==> config.mk <==
export PLATFORM = sky130hd
export DESIGN_NAME = max_reduce_seq
export DESIGN_NICKNAME = d
export VERILOG_FILES = /design/src/rtl/max_reduce_seq.sv
export SDC_FILE = /design/constraint.sdc
export NUM_CORES = 1
export LEC_CHECK = 0
export ABC_CLOCK_PERIOD_IN_PS = 1480
export CAP_MARGIN = 20
export CORE_MARGIN = 1
export CORE_UTILIZATION = 42
export CTS_BUF_LIST = sky130_fd_sc_hd__clkbuf_2
export DETAILED_ROUTE_END_ITERATION = 12
export HOLD_SLACK_MARGIN = 0.15
export PLACE_DENSITY = 0.79
export SYNTH_ARGS = -nofsm -noshare
export SYNTH_HDL_FRONTEND = slang
export SYNTH_SLANG_ARGS = --single-unit
==> constraint.sdc <==
create_clock -name clk -period 1.48 [get_ports clk]
set_input_delay 0.296 -clock clk [delete_from_list [all_inputs] [get_ports clk]]
set_output_delay 0.296 -clock clk [all_outputs]
set_load 0.1 [all_outputs]
==> src/rtl/max_reduce_seq.sv <==
// max_reduce_seq: burst-reduction sequencer for an external combinational
// approximate 2-operand max unit. Each operand in a burst is paired with the
// running max (acc). One result is returned per burst over valid/ready.
// Optional build macro: MAX_ERR_MON_EN adds an err_cnt output. That counter
// records every accumulate step where the max unit disagrees with an exact max.
module max_reduce_seq #(
  parameter int unsigned W      = 5,
  parameter int unsigned LEN_W  = 4,
  parameter int unsigned ERRC_W = 8
) (
  input  logic              clk,
  input  logic              rst_n,
  input  logic [LEN_W-1:0]  cfg_len,
  input  logic              flush,
  input  logic              s_valid,
  output logic              s_ready,
  input  logic [W-1:0]      s_data,
  output logic              m_valid,
  input  logic              m_ready,
  output logic [W-1:0]      m_data,
  output logic [W-1:0]      mx_a,
  output logic [W-1:0]      mx_b,
  input  logic [W-1:0]      mx_y,
  output logic              busy
`ifdef MAX_ERR_MON_EN
  ,
  output logic [ERRC_W-1:0] err_cnt
`endif
);

  typedef enum logic [1:0] {
    ST_IDLE = 2'd0,
    ST_ACC  = 2'd1,
    ST_OUT  = 2'd2
  } state_t;

  state_t           state;
  logic [W-1:0]     acc;
  logic [LEN_W-1:0] rem;

  logic             s_hs;
  logic             m_hs;
  logic [LEN_W-1:0] first_rem;

  // Max unit operands: running max and the operand currently offered.
  assign mx_a = acc;
  assign mx_b = s_data;

  // Handshakes and the remaining-count loaded on a burst's first operand.
  always_comb begin
    s_hs      = s_valid & s_ready;
    m_hs      = m_valid & m_ready;
    first_rem = (cfg_len == '0) ? '0 : LEN_W'(cfg_len - LEN_W'(1));
  end

  // Sequencer FSM; flush outranks both handshakes in every state.
  always_ff @(posedge clk or negedge rst_n) begin
    if (!rst_n) begin
      state   <= ST_IDLE;
      acc     <= '0;
      rem     <= '0;
      m_valid <= 1'b0;
      m_data  <= '0;
      s_ready <= 1'b1;
      busy    <= 1'b0;
    end else if (flush) begin
      state   <= ST_IDLE;
      acc     <= '0;
      rem     <= '0;
      m_valid <= 1'b0;
      m_data  <= '0;
      s_ready <= 1'b1;
      busy    <= 1'b0;
    end else begin
      case (state)
        ST_IDLE: begin
          if (s_hs) begin
            acc  <= s_data;
            rem  <= first_rem;
            busy <= 1'b1;
            if (first_rem == '0) begin
              state   <= ST_OUT;
              m_valid <= 1'b1;
              m_data  <= s_data;
              s_ready <= 1'b0;
            end else begin
              state <= ST_ACC;
            end
          end
        end
        ST_ACC: begin
          if (s_hs) begin
            acc <= mx_y;
            rem <= LEN_W'(rem - LEN_W'(1));
            if (rem == LEN_W'(1)) begin
              state   <= ST_OUT;
              m_valid <= 1'b1;
              m_data  <= mx_y;
              s_ready <= 1'b0;
            end
          end
        end
        ST_OUT: begin
          if (m_hs) begin
            state   <= ST_IDLE;
            m_valid <= 1'b0;
            s_ready <= 1'b1;
            busy    <= 1'b0;
          end
        end
        default: begin
          state   <= ST_IDLE;
          m_valid <= 1'b0;
          s_ready <= 1'b1;
          busy    <= 1'b0;
        end
      endcase
    end
  end

`ifdef MAX_ERR_MON_EN
  logic [W-1:0] exact_max;
  logic         mon_step;

  // Exact reference max and the qualifying accumulate step.
  always_comb begin
    exact_max = (acc >= s_data) ? acc : s_data;
    mon_step  = (state == ST_ACC) && s_hs && !flush;
  end

  // Saturating mismatch counter, cleared only by reset.
  always_ff @(posedge clk or negedge rst_n) begin
    if (!rst_n) begin
      err_cnt <= '0;
    end else if (mon_step && (mx_y != exact_max) && (err_cnt != {ERRC_W{1'b1}})) begin
      err_cnt <= ERRC_W'(err_cnt + ERRC_W'(1));
    end
  end
`endif

endmodule

==> results_dict.tcl <==
set metrics [dict create \
    status "finished with violations" \
    violations "setup timing" \
    hp-class "input port to asynchronous set/reset pin" \
    cts.hold.buffers_added 0 \
    vias 1195 \
    worst_slack_ns -0.124 \
    dr.max_layer_used "met4" \
    grt_max_degree 20 \
    hold_viol_final 0 \
    fin_skew_ns 0.0133 \
    placedCellCount 196 \
    synth_edf_count 0 \
    synthesis.nets 141 \
    postRouteAntennaNets 0 \
    synth.most_common_cell "dfrtp_1" \
    num_rows 18 \
    drt_iter0_markers 21 \
    fin_nets 199 \
    place.gp.congestion 0.861 \
    antenna_cells 0 \
    clk_pin_slew_ns 0.19 \
    ys_ff_latch 19 \
    synth.top_cell.area_share 0.406 \
    synth.distinct_cells 33 \
    max_freq_ghz 0.623 \
    wl_met2_mm 2.00 \
    ios 37 \
    cts-root-buf "clkbuf_2" \
    yosys_warnings 0 \
    synth_common_cells "18 x dfrtp_1, 10 x nor2_1, 9 x a21oi_1" \
    initial_utilization 0.448 \
    start_kind "register" \
    dpl.hpwl_mm 2.43 \
    numCtsBuffers 3 \
    synthFlopType "dfrtp_1" \
    wire_per_inst_um 18.4 \
    grt_pass1_vias 1203 \
    fill_cells 124 \
    worstMarginPinSlew_ns 0.306 \
    area_delta_synth_final_pct 92.4 \
    whs_ns 0.293 \
    powerDensity_mw_per_mm2 1090 \
    fin_util 0.862 \
    io_buffers 36 \
    grt_use_total 0.252 \
    drc 0 \
    met1Wirelength_mm 1.50 \
    drive_gt1_frac 0.528 \
    grt_first_pass_wirelength_mm 5.11 \
    clock_path_buffers 2 \
    netlist_area_mm2 0.00111 \
    avgViaCountPerCell 5.80 \
    grt.overflow.total 0 \
    setup_violations 11 \
    core_area_mm2 0.00248 \
    ir_worst_vdd_uv 1020 \
    layoutNonFillerInstCount 206 \
    synth_area_leaders "dfrtp_1 41%, a211oi_1 4.7%, mux2i_1 4.5%" \
    required_ns 1.70 \
    period_share 1.08 \
    cp.arrival_ns 1.82 \
    antenna_found_initial 0 \
    drtPass1Iterations 4 \
    cts.sinks 19 \
    clock_latency_ns 0.30 \
    synth_largest_area_cell "dfrtp_1" \
    critical_path_class "register to register" \
    die_w_um 53.4 \
    worst-path-max-fanout 7 \
    die_h_um 53.4 \
    cts_tree "yes" \
    synth.avg_cell_area_um2 9.33 \
    synthCells 119 \
    rsz0062_at_grt "true" \
    wl_met3_um 192 \
    ys_seq_area_frac 0.430 \
    synthArstFlopShare 1.00 \
    preCtsSetupSlack_ns -1.12 \
    die_area_mm2 0.00285 \
    leakagePower_nw 0.887 \
    min_period_ns 1.60 \
    slew_violations 0 \
    slew_headroom 0.793 \
    drt_wl_total_mm 3.80 \
    htree_levels 1 \
    maxCapViolCount 0 \
    worstSetupEndpointType "register" \
]
## placed cells by master, fill, tap and decap left out, types with 3 or more instances in the layout
cell	netlist	final
buf_4	5	23
buf_12	0	19
dfrtp_1	18	17
clkdlybuf4s50_1	0	14
nor2_1	10	10
a21oi_2	0	7
buf_6	0	7
nand2_1	7	6
a211oi_1	7	5
clkbuf_2	0	4
inv_1	7	3
mux2i_2	0	3
a311oi_1	5	3
o21ai_0	6	3
ha_4	0	3
## worst max-delay path, stage by stage (launching register included)
cell	delay (ns)
dfrtp_1	0.43
inv_2	0.09
ha_4	0.13
nor3b_4	0.17
buf_6	0.14
o21a_4	0.18
buf_4	0.13
a21oi_4	0.04
a311oi_2	0.22
## what timing repair did
| action | 4_1_cts | 5_1_grt |
|---|---|---|
| pin swaps | 13 | 13 |
| endpoints found under the hold margin | 0 | 0 |
| setup endpoints to repair | 13 | 16 |
| gates resized for setup | 39 | 29 |
| setup buffers | 3 | 3 |
## final timing paths
| check | from | to | slack [ns] | cells after the start |
|---|---|---|---|---|
| max | rem[1]$_DFFE_PN0P_ | m_data[0]$_DFFE_PN0P_ | -0.12 | 8 |
| min reg2reg | m_valid$_DFFE_PN0P_ | m_valid$_DFFE_PN0P_ | 0.62 | 2 |
| max reg2reg | rem[1]$_DFFE_PN0P_ | m_data[0]$_DFFE_PN0P_ | -0.12 | 8 |
| min | rst_n | mx_a[3]$_DFFE_PN0P_ | 0.29 | 2 |
| max in group asynchronous | rst_n | s_ready$_DFFE_PN1P_ | 0.93 | 2 |
| min in group clk | cfg_len[0] | rem[0]$_DFFE_PN0P_ | 0.47 | 4 |
## cells by family after synthesis
group           count (synthesis)  synth area share
fa+ha+maj                       3            0.0338
mux                             6            0.0552
buf+inv                        20            0.0857
compound gates                 37             0.232
flops                          19             0.430
simple gates                   34             0.163
## power by group
| part | internal (mW) | switching (mW) |
|---|---|---|
| Sequential | 0.591 | 0.0844 |
| Combinational | 0.604 | 0.811 |
| Clock | 0.0716 | 0.157 |
| Total | 1.27 | 1.05 |
## flip-flops by register name, summed over array words and instances (netlist names)
register  count
rem           4
m_valid       1
mx_a          5
m_data        5
s_ready       1
busy          1
state         2
## layer usage
layer  GRT usage  vias to the layer above
li1            -                      547
met1       0.283                      582
met2       0.442                       56
met3      0.0402                       10
met4       0.149                        0
met5           0                        -
## area by class of cell
| class | count | area (µm²) | area share |
|---|---|---|---|
| clock buffers | 4 | 20.0 | 0.00937 |
| inverters | 7 | 41.3 | 0.0193 |
| multi-input cells | 80 | 749 | 0.351 |
| flip-flops and latches | 19 | 482 | 0.226 |
| well taps | 30 | 37.5 | 0.0176 |
| repair buffers | 66 | 806 | 0.377 |
## per-stage QoR
step / cell area [µm²] / TNS, ns / power, mW
2_1_floorplan: 1160 / -2.91 / 1.35
3_3_place_gp: 1830 / -10.35 / 1.80
3_5_place_dp: 1830 / -11.68 / 1.83
4_1_cts: 1970 / -0.505 / 2.16
5_1_grt: 2140 / -1.20 / 2.42
6_report: 2140 / -0.643 / 2.32
No activity file was read; power rests on OpenSTA's default activity.
